**config.mk**
```make
export PLATFORM = sky130hd
export DESIGN_NAME = ahb_lite_master
export DESIGN_NICKNAME = d
export VERILOG_FILES = /design/src/rtl/ahb_lite_master.sv
export SDC_FILE = /design/constraint.sdc
export NUM_CORES = 1
export LEC_CHECK = 0
export CORE_MARGIN = 5
export CORE_UTILIZATION = 30
export DETAILED_ROUTE_END_ITERATION = 12
export REMOVE_ABC_BUFFERS = 1
export SLEW_MARGIN = 30
export SYNTH_ARGS = -nofsm -noshare
export SYNTH_HDL_FRONTEND = slang
export SYNTH_SLANG_ARGS = --single-unit
```
**constraint.sdc**
```tcl
create_clock -name HCLK -period 4.7 [get_ports HCLK]
set_input_delay 0.94 -clock HCLK [delete_from_list [all_inputs] [get_ports HCLK]]
set_output_delay 0.94 -clock HCLK [all_outputs]
set_load 0.1 [all_outputs]
```
**src/rtl/ahb_lite_master.sv**
```systemverilog
// ahb_lite_master: AHB-Lite initiator turning a valid/ready command stream into
// pipelined word transfers, returning one in-order response per command.
// Two slots: AP (address phase, drives HADDR/HTRANS/HWRITE) and DP (data phase,
// drives HWDATA). A two-cycle ERROR aborts the beat waiting in AP, which is
// then replayed as NONSEQ once the erroring beat has been answered.
// Optional feature macro: AHB_MASTER_BUSY_EN -- a gap in a cmd_seq chain
// drives BUSY (next address) instead of IDLE, so the chain may resume as SEQ.
module ahb_lite_master #(
  parameter int ADDR_WIDTH = 32,
  parameter int DATA_WIDTH = 32
) (
  input  logic                  HCLK,
  input  logic                  HRESET,
  // command stream
  input  logic                  cmd_valid,
  output logic                  cmd_ready,
  input  logic                  cmd_write,
  input  logic                  cmd_seq,
  input  logic [ADDR_WIDTH-1:0] cmd_addr,
  input  logic [DATA_WIDTH-1:0] cmd_wdata,
  // response stream
  output logic                  rsp_valid,
  output logic [DATA_WIDTH-1:0] rsp_rdata,
  output logic                  rsp_err,
  // AHB-Lite master interface
  output logic [ADDR_WIDTH-1:0] HADDR,
  output logic [1:0]            HTRANS,
  output logic                  HWRITE,
  output logic [2:0]            HSIZE,
  output logic [2:0]            HBURST,
  output logic [DATA_WIDTH-1:0] HWDATA,
  input  logic [DATA_WIDTH-1:0] HRDATA,
  input  logic                  HREADY,
  input  logic                  HRESP
);

  typedef enum logic [1:0] {
    TR_IDLE   = 2'b00,
    TR_BUSY   = 2'b01,
    TR_NONSEQ = 2'b10,
    TR_SEQ    = 2'b11
  } htrans_t;

  typedef enum logic {
    ST_NORMAL = 1'b0,
    ST_ERR    = 1'b1
  } state_t;

  state_t                r_state;

  // address-phase slot; r_ap_valid marks a real beat (also the replay beat in ERR)
  logic                  r_ap_valid;
  htrans_t               r_ap_trans;
  logic [ADDR_WIDTH-1:0] r_ap_addr;
  logic                  r_ap_write;
  logic                  r_ap_seq;
  logic [DATA_WIDTH-1:0] r_ap_wdata;

  // data-phase slot
  logic                  r_dp_valid;
  logic                  r_dp_write;
  logic [DATA_WIDTH-1:0] r_hwdata;

  // response registers
  logic                  r_rsp_valid;
  logic [DATA_WIDTH-1:0] r_rsp_rdata;
  logic                  r_rsp_err;

  logic                  w_accept;
  htrans_t               w_new_trans;
  logic                  w_err_start;

  // A new command fits when AP is free now or is being handed to DP this edge.
  assign cmd_ready   = !HRESET && (r_state == ST_NORMAL) &&
                       (!r_ap_valid || (HREADY && !HRESP));
  assign w_accept    = cmd_valid && cmd_ready;
  // SEQ only when the bus was not IDLE in the cycle before this beat.
  assign w_new_trans = (cmd_seq && (r_ap_trans != TR_IDLE)) ? TR_SEQ : TR_NONSEQ;
  // First cycle of the two-cycle ERROR response.
  assign w_err_start = r_dp_valid && HRESP && !HREADY;

  // Pipeline, error state machine and response generation in one registered block.
  // NOTE: all state here uses non-blocking assignments so every register samples
  // pre-edge values; later assignments in the block deliberately override earlier ones.
  always_ff @(posedge HCLK or posedge HRESET) begin
    if (HRESET) begin
      r_state     <= ST_NORMAL;
      r_ap_valid  <= 1'b0;
      r_ap_trans  <= TR_IDLE;
      r_ap_addr   <= '0;
      r_ap_write  <= 1'b0;
      r_ap_seq    <= 1'b0;
      r_ap_wdata  <= '0;
      r_dp_valid  <= 1'b0;
      r_dp_write  <= 1'b0;
      r_hwdata    <= '0;
      r_rsp_valid <= 1'b0;
      r_rsp_rdata <= '0;
      r_rsp_err   <= 1'b0;
    end else begin
      r_rsp_valid <= 1'b0;
      unique case (r_state)
        ST_NORMAL: begin
          if (HREADY) begin
            // data phase completes, address phase advances into data phase
            if (r_dp_valid) begin
              r_rsp_valid <= 1'b1;
              r_rsp_err   <= HRESP;
              r_rsp_rdata <= (!r_dp_write && !HRESP) ? HRDATA : '0;
            end
            r_dp_valid <= r_ap_valid;
            r_dp_write <= r_ap_write;
            if (r_ap_valid) r_hwdata <= r_ap_wdata;
            if (!w_accept) begin
              r_ap_valid <= 1'b0;
`ifdef AHB_MASTER_BUSY_EN
              if (r_ap_valid && r_ap_seq) begin
                r_ap_trans <= TR_BUSY;
                r_ap_addr  <= r_ap_addr + ADDR_WIDTH'(4);
              end else if (r_ap_trans != TR_BUSY) begin
                r_ap_trans <= TR_IDLE;
              end
`else
              r_ap_trans <= TR_IDLE;
`endif
            end
          end
          if (w_accept) begin
            r_ap_valid <= 1'b1;
            r_ap_trans <= w_new_trans;
            r_ap_addr  <= cmd_addr;
            r_ap_write <= cmd_write;
            r_ap_seq   <= cmd_seq;
            r_ap_wdata <= cmd_wdata;
          end
          if (w_err_start) begin
            // abort the AP beat on the bus; it stays in the slot for replay
            r_ap_trans <= TR_IDLE;
            r_state    <= ST_ERR;
          end
        end
        ST_ERR: begin
          if (HREADY) begin
            r_rsp_valid <= 1'b1;
            r_rsp_err   <= 1'b1;
            r_rsp_rdata <= '0;
            r_dp_valid  <= 1'b0;
            if (r_ap_valid) r_ap_trans <= TR_NONSEQ;
            r_state     <= ST_NORMAL;
          end
        end
        default: r_state <= ST_NORMAL;
      endcase
    end
  end

  assign HADDR     = r_ap_addr;
  assign HTRANS    = r_ap_trans;
  assign HWRITE    = r_ap_write;
  assign HWDATA    = r_hwdata;
  assign HSIZE     = 3'b010;
  assign HBURST    = 3'b001;
  assign rsp_valid = r_rsp_valid;
  assign rsp_rdata = r_rsp_rdata;
  assign rsp_err   = r_rsp_err;

endmodule

```
==> results of run 1 <==
## cell usage after synthesis
library cell | count | share of area, %
sky130_fd_sc_hd__a2111oi_4 | 1 | 0.53
sky130_fd_sc_hd__mux2_1 | 6 | 1.3
sky130_fd_sc_hd__nand3b_1 | 1 | 0.15
sky130_fd_sc_hd__o21ai_1 | 1 | 0.097
sky130_fd_sc_hd__nand2b_1 | 2 | 0.24
sky130_fd_sc_hd__nor4_1 | 1 | 0.12
sky130_fd_sc_hd__nor2b_1 | 2 | 0.24
sky130_fd_sc_hd__o22a_1 | 1 | 0.17
sky130_fd_sc_hd__buf_2 | 12 | 1.2
sky130_fd_sc_hd__dfrtp_1 | 137 | 67
sky130_fd_sc_hd__or3_1 | 1 | 0.12
sky130_fd_sc_hd__a211oi_1 | 1 | 0.15
sky130_fd_sc_hd__a22o_1 | 32 | 5.4
sky130_fd_sc_hd__mux2_2 | 91 | 20
sky130_fd_sc_hd__a21o_1 | 1 | 0.15
sky130_fd_sc_hd__a21oi_1 | 3 | 0.29
sky130_fd_sc_hd__nor2_1 | 2 | 0.15
sky130_fd_sc_hd__a31oi_1 | 1 | 0.12
sky130_fd_sc_hd__a221o_1 | 1 | 0.19
sky130_fd_sc_hd__nand2_1 | 5 | 0.36
sky130_fd_sc_hd__conb_1 | 2 | 0.15
sky130_fd_sc_hd__o2111ai_1 | 1 | 0.17
sky130_fd_sc_hd__o21ai_0 | 1 | 0.097
sky130_fd_sc_hd__nand3_1 | 1 | 0.097
sky130_fd_sc_hd__o211ai_1 | 1 | 0.15
sky130_fd_sc_hd__clkbuf_1 | 5 | 0.36
sky130_fd_sc_hd__buf_4 | 8 | 1.2
sky130_fd_sc_hd__inv_1 | 5 | 0.36
## layer usage
metal | routed length [um] | global-route usage [%]
met1 | 5180 | 15.8
met2 | 6390 | 21.6
met3 | 1170 | 6.34
met4 | 307 | 5.35
met5 | 0 | 0
## metrics by stage
| stage | hold slack, ns | area (um2) | util [%] | setup slack [ns] |
|---|---|---|---|---|
| 2_1_floorplan | 0.448 | 5030 | - | 0.0922 |
| 3_3_place_gp | 0.467 | 7420 | 43.5 | 1.26 |
| 3_5_place_dp | 0.476 | 7420 | 43.5 | 1.22 |
| 4_1_cts | 0.488 | 7970 | 46.8 | 1.21 |
| 5_1_grt | 0.508 | 7980 | 46.8 | 1.13 |
| 6_report | 0.487 | 7980 | 46.8 | 1.20 |
## sequential cells by signal (all words and copies together), names as in the netlist, 2 cells and up
signal and flops:
HADDR 32, HTRANS 2, r_ap_wdata 32, rsp_rdata 32, HWDATA 32
## cell type report
cell class | instances | area, um2 | area share, %
Clock buffer | 27 | 523 | 6.56
Clock inverter | 2 | 35.0 | 0.439
Inverter | 5 | 26.3 | 0.329
Multi-Input combinational cell | 163 | 1590 | 19.9
Sequential cell | 137 | 3430 | 43.0
Tap cell | 225 | 282 | 3.53
Timing Repair Buffer | 211 | 2090 | 26.2
## path summary, 6_finish.rpt
kind	start	end	slack [ns]
max reg2reg	r_state$_DFF_PP0_	HWDATA[8]$_DFFE_PP0P_	2.67
max	HREADY	cmd_ready	1.20
min reg2reg	r_ap_wdata[1]$_DFFE_PP0P_	r_ap_wdata[1]$_DFFE_PP0P_	0.49
min	r_ap_wdata[1]$_DFFE_PP0P_	r_ap_wdata[1]$_DFFE_PP0P_	0.49
max in group asynchronous	HRESET	r_ap_wdata[2]$_DFFE_PP0P_	2.76
min in group asynchronous	HRESET	r_ap_valid$_DFFE_PP0P_	1.13
## logic make-up after synthesis
logic type	share of synthesized area, %
AO/OA/AOI/OAI	7.55
buffers and inverters	3.06
flip-flops	66.6
multiplexers	21.2
other	0.146
AND/OR/NAND/NOR	1.48
==> impl_table.tex, run 1 <==
\begin{tabular}{lr}
\hline
Metric & Value \\
\hline
\multicolumn{2}{l}{\textbf{Final layout}} \\
Layout net count & 638 \\
Ratio of cells with drive above 1 in the final layout & 23.5\% \\
Area growth syn-to-layout & 54.8\% \\
Antenna diodes & 0 \\
Most frequent standard cell in the layout excluding fill and tap cells & sky130\_fd\_sc\_hd\_\_clkdlybuf4s50\_1 \\
Non-filler instance count after layout & 770 \\
Top library cells by usage in the layout, fill and taps aside & sky130\_fd\_sc\_hd\_\_clkdlybuf4s50\_1 (203), sky130\_fd\_sc\_hd\_\_dfrtp\_1 (137), sky130\_fd\_sc\_hd\_\_mux2\_2 (91), sky130\_fd\_sc\_hd\_\_a22o\_1 (32), sky130\_fd\_sc\_hd\_\_clkbuf\_16 (17) \\
Fillers & 1528 \\
\multicolumn{2}{l}{\textbf{Route}} \\
DRC violation count after routing & 0 \\
DR vias & 3495 \\
Number of iterations in the first detailed-routing pass & 4 \\
Total routed wirelength & 13.0 mm \\
Detail-routed net length per standard cell & 16.9 um \\
Ratio of routed vias to standard cells & 4.54 \\
Violation count after the first detailed-route iteration & 114 \\
Number of nets still failing antenna checks after routing & 0 \\
\multicolumn{2}{l}{\textbf{CTS}} \\
Buffers inserted by post-CTS timing repair & 0 \\
CTS clock-pin slew for the worst setup and hold paths & 0.05 ns \\
Clock tree from TritonCTS & built \\
Post\_cts resized & 0 \\
Insertion delay of the later-clocked pin in the worst-skew pair & 0.41 ns \\
Cts hold-fix bufs & 0 \\
Clock Tree Buf Depth & 2 \\
\# H-tree levels & 4 \\
Total clock buffers created by CTS & 17 \\
TritonCTS Sinks & 137 \\
Cell at the root of the clock tree & sky130\_fd\_sc\_hd\_\_clkbuf\_16 \\
\multicolumn{2}{l}{\textbf{GRT}} \\
Pin count of the biggest net entering global routing & 105 \\
Remaining global-route overflow & 0 \\
Global-route wire length before repair & 20.9 mm \\
GR Util All Layers & 13.5\% \\
Via count of the first global-routing pass & 3881 \\
Number of antenna violations at the first check in global routing & 0 \\
\multicolumn{2}{l}{\textbf{Critical path}} \\
Crit path largest cell delay & 0.69 ns \\
Total buffers and inverters traversed by the critical path & 2 \\
Crit path capture type & primary output \\
CP startpoint kind & input port \\
Number of cell instances on the worst register-to-register path & 4 \\
Cell family with the largest share of critical-path delay & buffers and inverters \\
Arr. time, crit path & 2.56 ns \\
Cell with the largest stage delay on the worst path & sky130\_fd\_sc\_hd\_\_clkdlybuf4s50\_1 \\
Critical Path Fanout Max & 12 \\
Worst setup path class & input port to primary output \\
Number of cells on the critical path & 4 \\
Required @ worst endpoint & 3.76 ns \\
CP Cell Sequence & clkdlybuf4s50\_1 -> nand2b\_1 -> a211oi\_1 -> buf\_4 \\
\multicolumn{2}{l}{\textbf{Timing}} \\
Setup-failing EPs final & 0 \\
Peak clock frequency supported by timing & 0.286 GHz \\
Final period demand of the worst path & 3.50 ns \\
Maximum clock skew at final layout & 0.00720 ns \\
Setup TNS & 0 ns \\
Setup repair after global routing missed its margin & no \\
Worst slew margin relative to its limit & 31.4\% \\
Count of final hold-check violations & 0 \\
Max-slew violations & 0 \\
Actual transition at the worst max-transition pin & 1.03 ns \\
Fraction of the cycle the final worst path needs & 74.4\% \\
\multicolumn{2}{l}{\textbf{Floorplan}} \\
Die width & 141 um \\
Num ports & 211 \\
DIE AREA & 0.0199 mm2 \\
Number of placement rows & 48 \\
Die Ht & 141 um \\
Core Box Area & 0.0171 mm2 \\
Initial Util & 30.2\% \\
\multicolumn{2}{l}{\textbf{Status}} \\
Result of the run & completed \\
\multicolumn{2}{l}{\textbf{Yosys}} \\
Warnings, synthesis & 0 \\
Synth Instances & 326 \\
Cell variety after synth & 28 \\
Average cell area after synthesis & 15.8 um2 \\
Mapped Area & 0.00515 mm2 \\
Share of synthesized area occupied by flip-flops and latches & 66.6\% \\
Number of register bits inferred by synthesis & 137 \\
\multicolumn{2}{l}{\textbf{Hold path}} \\
Worst Hold Depth & 1 \\
Hold/Removal Path Class & register to register \\
\multicolumn{2}{l}{\textbf{Placement}} \\
Placed Cells & 741 \\
Number of buffers inserted by port buffering & 204 \\
HPWL Detailed & 9.19 mm \\
Final Wtd Congestion & 0.739 \\
\multicolumn{2}{l}{\textbf{Flow run}} \\
Maximum Capacitance Violations & 0 \\
\hline
\end{tabular}
Power of run 1 is left out: the tool's default activity adds up to more than one toggle a clock period on the data nets, which glitch-free logic cannot reach.
==> inputs of run 2 (changes only) <==
==> constraint.sdc (replaced) <==
create_clock -name HCLK -period 3 [get_ports HCLK]
set_input_delay 0.6 -clock HCLK [delete_from_list [all_inputs] [get_ports HCLK]]
set_output_delay 0.6 -clock HCLK [all_outputs]
set_load 0.1 [all_outputs]
==> run 2 against run 1 <==
Die area stayed put. Final area fell by 2.1%. Wire length decreased by 1.6%. Sequential share of layout area rose by 0.92 points. Critical path type unchanged. Highest routed layer unchanged.
==> impl_table.tex, run 2 (synthesized netlist as in run 1, its figures left out) <==
\begin{tabular}{lr}
\hline
Metric & Value \\
\hline
\multicolumn{2}{l}{\textbf{Placement}} \\
Placed Cells & 744 (+0.40\%) \\
Area post-placement & 0.00722 mm2 (-2.6\%) \\
HPWL Detailed & 9.17 mm (-0.28\%) \\
Number of buffers inserted by port buffering & 204 (unchanged) \\
Final Wtd Congestion & 0.743 (+0.54\%) \\
Worst setup slack after placement & 0.316 ns (-0.902 ns) \\
\multicolumn{2}{l}{\textbf{Hold path}} \\
Hold/Removal Path Class & register to register \\
\multicolumn{2}{l}{\textbf{Floorplan}} \\
DIE AREA & 0.0199 mm2 (unchanged) \\
Die width & 141 um (unchanged) \\
Num ports & 211 (unchanged) \\
Core Box Area & 0.0171 mm2 (unchanged) \\
Initial Util & 30.2\% (unchanged) \\
Number of placement rows & 48 (unchanged) \\
Die Ht & 141 um (unchanged) \\
\multicolumn{2}{l}{\textbf{Critical path}} \\
CP Cell Sequence & clkdlybuf4s50\_1 -> nand2b\_1 -> a211oi\_1 -> buf\_12 \\
Arr. time, crit path & 2.04 ns (-0.52 ns) \\
Required @ worst endpoint & 2.40 ns (-1.36 ns) \\
Total buffers and inverters traversed by the critical path & 2 (unchanged) \\
CP startpoint kind & input port \\
Crit path capture type & primary output \\
Crit path largest cell delay & 0.48 ns (-0.21 ns) \\
Cell family with the largest share of critical-path delay & buffers and inverters \\
Cell with the largest stage delay on the worst path & sky130\_fd\_sc\_hd\_\_clkdlybuf4s50\_1 \\
Critical Path Fanout Max & 5 (-7) \\
Worst setup path class & input port to primary output \\
\multicolumn{2}{l}{\textbf{Route}} \\
Detail-routed net length per standard cell & 16.5 um (-2.3\%) \\
Number of iterations in the first detailed-routing pass & 6 (+2) \\
Violation count after the first detailed-route iteration & 138 (+21\%) \\
DR vias & 3503 (+0.23\%) \\
DRC violation count after routing & 0 (unchanged) \\
Ratio of routed vias to standard cells & 4.51 (-0.55\%) \\
Total routed wirelength & 12.8 mm (-1.6\%) \\
Number of nets still failing antenna checks after routing & 0 (unchanged) \\
\multicolumn{2}{l}{\textbf{Final layout}} \\
Antenna diodes & 0 (unchanged) \\
Area growth syn-to-layout & 51.6\% \\
Top library cells by usage in the layout, fill and taps aside & sky130\_fd\_sc\_hd\_\_dfrtp\_1 (137), sky130\_fd\_sc\_hd\_\_buf\_4 (109), sky130\_fd\_sc\_hd\_\_clkdlybuf4s50\_1 (102), sky130\_fd\_sc\_hd\_\_mux2\_2 (91), sky130\_fd\_sc\_hd\_\_a22o\_1 (32) \\
Non-filler instance count after layout & 776 (+0.78\%) \\
Layout net count & 641 (+0.47\%) \\
Ratio of cells with drive above 1 in the final layout & 43.4\% (+20 points) \\
Fillers & 1580 (+3.4\%) \\
Area of all placed cells without fillers & 0.00781 mm2 (-2.1\%) \\
Most frequent standard cell in the layout excluding fill and tap cells & sky130\_fd\_sc\_hd\_\_dfrtp\_1 \\
\multicolumn{2}{l}{\textbf{CTS}} \\
Buffers inserted by post-CTS timing repair & 0 (unchanged) \\
Cell at the root of the clock tree & sky130\_fd\_sc\_hd\_\_clkbuf\_16 \\
Insertion delay of the later-clocked pin in the worst-skew pair & 0.41 ns (about the same) \\
Clock Tree Buf Depth & 2 (unchanged) \\
Total clock buffers created by CTS & 17 (unchanged) \\
TritonCTS Sinks & 137 (unchanged) \\
Post\_cts resized & 0 (unchanged) \\
\# H-tree levels & 4 (unchanged) \\
Clock tree from TritonCTS & built \\
CTS clock-pin slew for the worst setup and hold paths & 0.06 ns (about the same) \\
Cts hold-fix bufs & 0 (unchanged) \\
\multicolumn{2}{l}{\textbf{GRT}} \\
GR Util All Layers & 13.4\% (-0.16 points) \\
Global-route wire length before repair & 20.7 mm (-0.95\%) \\
Pin count of the biggest net entering global routing & 70 (-33\%) \\
Via count of the first global-routing pass & 3842 (-1.0\%) \\
Remaining global-route overflow & 0 (unchanged) \\
Number of antenna violations at the first check in global routing & 0 (unchanged) \\
\multicolumn{2}{l}{\textbf{Timing}} \\
Setup-failing EPs final & 0 (unchanged) \\
Max-slew violations & 0 (unchanged) \\
Fraction of the cycle the final worst path needs & 88.0\% \\
Maximum clock skew at final layout & 0.00816 ns (+0.000958 ns) \\
Setup TNS & 0 ns (unchanged) \\
Worst slew margin relative to its limit & 62.2\% (+31 points) \\
Final period demand of the worst path & 2.64 ns \\
Fin worst setup slack & 0.360 ns (-0.841 ns) \\
Count of final hold-check violations & 0 (unchanged) \\
Setup repair after global routing missed its margin & no \\
Peak clock frequency supported by timing & 0.379 GHz \\
Actual transition at the worst max-transition pin & 0.566 ns (-0.459 ns) \\
\multicolumn{2}{l}{\textbf{Status}} \\
Result of the run & completed \\
\multicolumn{2}{l}{\textbf{Flow run}} \\
Maximum Capacitance Violations & 0 (unchanged) \\
\hline
\end{tabular}
[run 2: cell count changes in the layout (fill, tap and decap cells not counted), sizes merged]
cell,change
buf,+104
clkdlybuf4s50,-101
clkbuf,-9
clkinvlp,+5
clkinv,+3
inv,+3
bufinv,+1
[run 2: final cells by class]
cell class                 count  area (um2)  area share (%)
clock buffer                  18         439            5.62
multi-input combinational    163        1590            20.4
tap                          225         282            3.60
sequential                   137        3430            43.9
timing repair buffer         214        1900            24.3
clock inverter                14         148            1.89
inverter                       5        23.8           0.304
[run 2: path summary, 6_finish.rpt]
check	start	end	slack, ns	depth (start not counted)
setup / recovery	HRESP	cmd_ready	0.36	4
hold / removal	r_ap_wdata[0]$_DFFE_PP0P_	r_ap_wdata[0]$_DFFE_PP0P_	0.49	1
setup reg to reg	r_state$_DFF_PP0_	HADDR[21]$_DFFE_PP0P_	1.18	3
hold reg to reg	r_ap_wdata[0]$_DFFE_PP0P_	r_ap_wdata[0]$_DFFE_PP0P_	0.49	1
max in group asynchronous	HRESET	HADDR[4]$_DFFE_PP0P_	1.57	3
min in group asynchronous	HRESET	r_ap_wdata[2]$_DFFE_PP0P_	0.77	2
[run 2: worst register-to-register path, delay by kind of cell (launching register included)]
kind                   cells  cell delay [ns]
DFF                        1             0.50
muxes                      1             0.48
AOI/OAI and AO/OA          1             0.37
buffers and inverters      1             0.36
[run 2: per-layer routing]
| layer | wire (um) | GRT usage, % |
|---|---|---|
| met1 | 5070 | 15.5 |
| met2 | 6370 | 21.6 |
| met3 | 1150 | 6.34 |
| met4 | 248 | 4.90 |
| met5 | 0 | 0 |
[run 2: metrics by stage]
| stage | utilization [%] | hold slack, ns |
|---|---|---|
| 3_3_place_gp | 42.3 | 0.468 |
| 6_report | 45.8 | 0.494 |
| 3_5_place_dp | 42.3 | 0.479 |
| 5_1_grt | 45.8 | 0.517 |
| 4_1_cts | 45.8 | 0.493 |
| 2_1_floorplan | - | 0.448 |
Power of run 2 is left out for the same reason.
==> inputs of run 3 (changes only) <==
--- a/config.mk
+++ b/config.mk
@@ -5,6 +5,7 @@
 export SDC_FILE = /design/constraint.sdc
 export NUM_CORES = 1
 export LEC_CHECK = 0
+export ABC_AREA = 1
 export CORE_MARGIN = 5
 export CORE_UTILIZATION = 30
 export DETAILED_ROUTE_END_ITERATION = 12
==> run 3 against run 2 <==
Critical path depth up 2. Register-to-register slack better by 0.21 ns. Flip-flop and latch count did not move. Synthesized cell count increased by 65%. Wire length grew 14%. Clock skew fell by 0.00097 ns. Via count up 21%. Critical endpoint unchanged.
==> impl_table.tex, run 3 <==
\begin{tabular}{lr}
\hline
Metric & Value \\
\hline
\multicolumn{2}{l}{\textbf{Pwr}} \\
Cell leakage power & 4.09 nW \\
Proportion of power drawn by combinational gates & 51.3\% \\
Internal power & 4.66 mW \\
Flop pwr share & 28.1\% \\
Worst VDD drop & 0.000506 V \\
Share of total power in the clock network & 20.5\% \\
Switching power of the nets & 5.05 mW \\
Power per cell area & 1230 mW/mm2 \\
Net Sw Frac & 52.0\% \\
\multicolumn{2}{l}{\textbf{Yosys}} \\
Number of register bits inferred by synthesis & 137 (unchanged) \\
Most frequent cell after synthesis & sky130\_fd\_sc\_hd\_\_nand2\_1 \\
Average cell area after synthesis & 9.94 um2 (-37\%) \\
Share of synthesized area occupied by flip-flops and latches & 64.1\% (-2.5 points) \\
Post-synth EDFFs & 0 (unchanged) \\
Synth top area cells & sky130\_fd\_sc\_hd\_\_dfrtp\_1 (64\%), sky130\_fd\_sc\_hd\_\_nand2\_1 (19\%), sky130\_fd\_sc\_hd\_\_mux2\_2 (6.5\%) \\
Warnings, synthesis & 0 (unchanged) \\
Cell variety after synth & 20 (-29\%) \\
Most used DFF post-synth & sky130\_fd\_sc\_hd\_\_dfrtp\_1 \\
Synth Instances & 538 (+65\%) \\
Mapped Area & 0.00535 mm2 (+3.9\%) \\
Cell accounting for the most synthesized area & sky130\_fd\_sc\_hd\_\_dfrtp\_1 \\
Share of async-settable or async-resettable flops after synthesis & 100\% (unchanged) \\
Top cells by instance count after synthesis & sky130\_fd\_sc\_hd\_\_nand2\_1 (272), sky130\_fd\_sc\_hd\_\_dfrtp\_1 (137), sky130\_fd\_sc\_hd\_\_nand3\_1 (34), sky130\_fd\_sc\_hd\_\_mux2\_2 (31), sky130\_fd\_sc\_hd\_\_clkbuf\_1 (10) \\
Area fraction of the dominant cell type after synthesis & 64.1\% (-2.5 points) \\
\multicolumn{2}{l}{\textbf{Timing}} \\
Maximum clock skew at final layout & 0.00718 ns (-0.000974 ns) \\
Actual transition at the worst max-transition pin & 0.538 ns (-0.0283 ns) \\
Peak clock frequency supported by timing & 0.430 GHz (+14\%) \\
Worst slew margin relative to its limit & 64.1\% (+1.8 points) \\
Fraction of the cycle the final worst path needs & 77.5\% (-10 points) \\
Final period demand of the worst path & 2.33 ns (-0.315 ns) \\
Setup repair after global routing missed its margin & no \\
Fin worst setup slack & 0.675 ns (+0.315 ns) \\
Max-slew violations & 0 (unchanged) \\
Setup-failing EPs final & 0 (unchanged) \\
Count of final hold-check violations & 0 (unchanged) \\
\multicolumn{2}{l}{\textbf{Status}} \\
Result of the run & completed \\
\multicolumn{2}{l}{\textbf{Floorplan}} \\
Initial Util & 30.7\% (+0.52 points) \\
Num ports & 211 (unchanged) \\
Number of placement rows & 48 (unchanged) \\
Die Ht & 144 um (+1.8\%) \\
DIE AREA & 0.0206 mm2 (+3.6\%) \\
Die width & 144 um (+1.8\%) \\
Core Box Area & 0.0174 mm2 (+2.1\%) \\
\multicolumn{2}{l}{\textbf{Critical path}} \\
Critical Path Source & HRESP \\
Setup slack on the worst flop-to-flop path & 1.39 ns (+0.21 ns) \\
Arr. time, crit path & 1.73 ns (-0.31 ns) \\
CP startpoint kind & input port \\
Required @ worst endpoint & 2.40 ns (about the same) \\
Critical Path Fanout Max & 3 (-2) \\
Reg-to-Reg Start & r\_state\$\_DFF\_PP0\_ \\
Worst setup endpoint & cmd\_ready \\
Crit path capture type & primary output \\
Number of cell instances on the worst register-to-register path & 5 (+2) \\
Capturing point of the worst reg2reg path & HWDATA[28]\$\_DFFE\_PP0P\_ \\
Worst setup path class & input port to primary output \\
\multicolumn{2}{l}{\textbf{CTS}} \\
Post\_cts resized & 0 (unchanged) \\
Cts hold-fix bufs & 0 (unchanged) \\
\# H-tree levels & 4 (unchanged) \\
Clock Tree Buf Depth & 2 (unchanged) \\
Total clock buffers created by CTS & 17 (unchanged) \\
Insertion delay of the later-clocked pin in the worst-skew pair & 0.41 ns (about the same) \\
Clock tree from TritonCTS & built \\
Buffers inserted by post-CTS timing repair & 0 (unchanged) \\
TritonCTS Sinks & 137 (unchanged) \\
CTS clock-pin slew for the worst setup and hold paths & 0.06 ns (about the same) \\
Cell at the root of the clock tree & sky130\_fd\_sc\_hd\_\_clkbuf\_16 \\
\multicolumn{2}{l}{\textbf{Route}} \\
Number of nets still failing antenna checks after routing & 0 (unchanged) \\
Ratio of routed vias to standard cells & 4.35 (-3.7\%) \\
DRC violation count after routing & 0 (unchanged) \\
Number of iterations in the first detailed-routing pass & 4 (-2) \\
Total routed wirelength & 14.6 mm (+14\%) \\
Violation count after the first detailed-route iteration & 183 (+33\%) \\
Detail-routed net length per standard cell & 14.9 um (-9.8\%) \\
DR vias & 4253 (+21\%) \\
\multicolumn{2}{l}{\textbf{GRT}} \\
GR Util All Layers & 14.3\% (+0.94 points) \\
Global-route wire length before repair & 23.1 mm (+11\%) \\
Via count of the first global-routing pass & 4397 (+14\%) \\
Remaining global-route overflow & 0 (unchanged) \\
Pin count of the biggest net entering global routing & 65 (-7.1\%) \\
Number of antenna violations at the first check in global routing & 0 (unchanged) \\
\multicolumn{2}{l}{\textbf{Final layout}} \\
Final core occ & 45.2\% (-0.57 points) \\
Most frequent standard cell in the layout excluding fill and tap cells & sky130\_fd\_sc\_hd\_\_nand2\_1 \\
Antenna diodes & 0 (unchanged) \\
Ratio of cells with drive above 1 in the final layout & 23.8\% (-20 points) \\
Layout net count & 844 (+32\%) \\
Top library cells by usage in the layout, fill and taps aside & sky130\_fd\_sc\_hd\_\_nand2\_1 (272), sky130\_fd\_sc\_hd\_\_dfrtp\_1 (137), sky130\_fd\_sc\_hd\_\_buf\_4 (108), sky130\_fd\_sc\_hd\_\_clkdlybuf4s50\_1 (102), sky130\_fd\_sc\_hd\_\_nand3\_1 (34) \\
Area growth syn-to-layout & 47.2\% \\
\multicolumn{2}{l}{\textbf{Hold path}} \\
Hold/Removal Path Class & register to register \\
\multicolumn{2}{l}{\textbf{Placement}} \\
Worst setup slack after placement & 0.660 ns (+0.344 ns) \\
Final Wtd Congestion & 0.854 (+15\%) \\
HPWL Detailed & 10.4 mm (+13\%) \\
Number of buffers inserted by port buffering & 204 (unchanged) \\
\multicolumn{2}{l}{\textbf{Flow run}} \\
Maximum Capacitance Violations & 0 (unchanged) \\
\hline
\end{tabular}
## run 3: changes by cell type after synthesis, sizes merged, moves of 4 or more
cell / previous run / this run
o21ai: 2 / 6
nand2: 5 / 273
mux2: 97 / 32
a22o: 32 / 0
clkbuf: 5 / 10
inv: 5 / 10
nand3: 1 / 35
nor2: 2 / 7
## run 3: area by class of cell
cell class              count  area (um2)
clock buffers              25         505
multi-input cells         363        1680
clock inverters             6        63.8
repair buffers            212        1870
fillers                  1663        9540
inverters                  10        42.5
flip-flops and latches    137        3430
well taps                 225         282
## run 3: kinds of logic (layout without fill, tap and decap cells)
logic type      Yosys count  in the layout  synth area share [%]
buf+inv                  42            253                  4.84
simple gates            317            317                  23.4
mux                      32             32                  6.74
flops                   137            137                  64.1
other cells               2              6                 0.140
compound gates            8              8                 0.818
## run 3: worst min-delay path by stage
| stage | startpoint | to | slack (ns) | cells after the start |
|---|---|---|---|---|
| after floorplan | r_ap_wdata[1]$_DFFE_PP0P_ | r_ap_wdata[1]$_DFFE_PP0P_ | 0.44 | 2 |
| after global placement | rsp_rdata[15]$_DFFE_PP0P_ | rsp_rdata[15]$_DFFE_PP0P_ | 0.45 | 2 |
| after detailed placement | rsp_rdata[19]$_DFFE_PP0P_ | rsp_rdata[19]$_DFFE_PP0P_ | 0.46 | 2 |
| after CTS | rsp_rdata[17]$_DFFE_PP0P_ | rsp_rdata[17]$_DFFE_PP0P_ | 0.47 | 2 |
| after global routing | r_ap_wdata[0]$_DFFE_PP0P_ | r_ap_wdata[0]$_DFFE_PP0P_ | 0.49 | 2 |
| final | rsp_rdata[26]$_DFFE_PP0P_ | rsp_rdata[26]$_DFFE_PP0P_ | 0.47 | 2 |
## run 3: metal layers
metal	global-route usage (%)	wire [um]	vias up
met1	18.3	6470	1991
met4	4.76	124	0
li1	-	-	2072
met5	0	0	-
met2	22.2	6520	178
met3	5.62	1480	12
## run 3: power groups by stage
stage	Sequential (mW)	Clock, mW	Combinational [mW]
CTS	2.74	2.06	5.03
floorplan	5.90	0	0.653
global placement	2.74	0	4.99
finish	2.74	1.99	4.99
global route	2.80	2.13	5.18
detailed placement	2.76	0	5.03
## run 3: critical path, cell delays in order
cell	delay (ns)
sky130_fd_sc_hd__clkdlybuf4s50_1	0.53
sky130_fd_sc_hd__inv_1	0.09
sky130_fd_sc_hd__nand2_1	0.06
sky130_fd_sc_hd__nand2_1	0.09
sky130_fd_sc_hd__and2_1	0.18
sky130_fd_sc_hd__buf_12	0.17
## run 3: per-stage QoR
stage	hold slack [ns]	std cells	instance area [um2]	total power, mW	TNS, ns
floorplan	0.442	510	5140	6.56	-173.69
global placement	0.454	947	7310	7.73	0
detailed placement	0.461	947	7310	7.80	0
CTS	0.474	978	7880	9.83	0
global route	0.490	978	7880	10.1	0
finish	0.470	978	7880	9.72	0
Note: power is estimated with default switching activity, not from simulation.
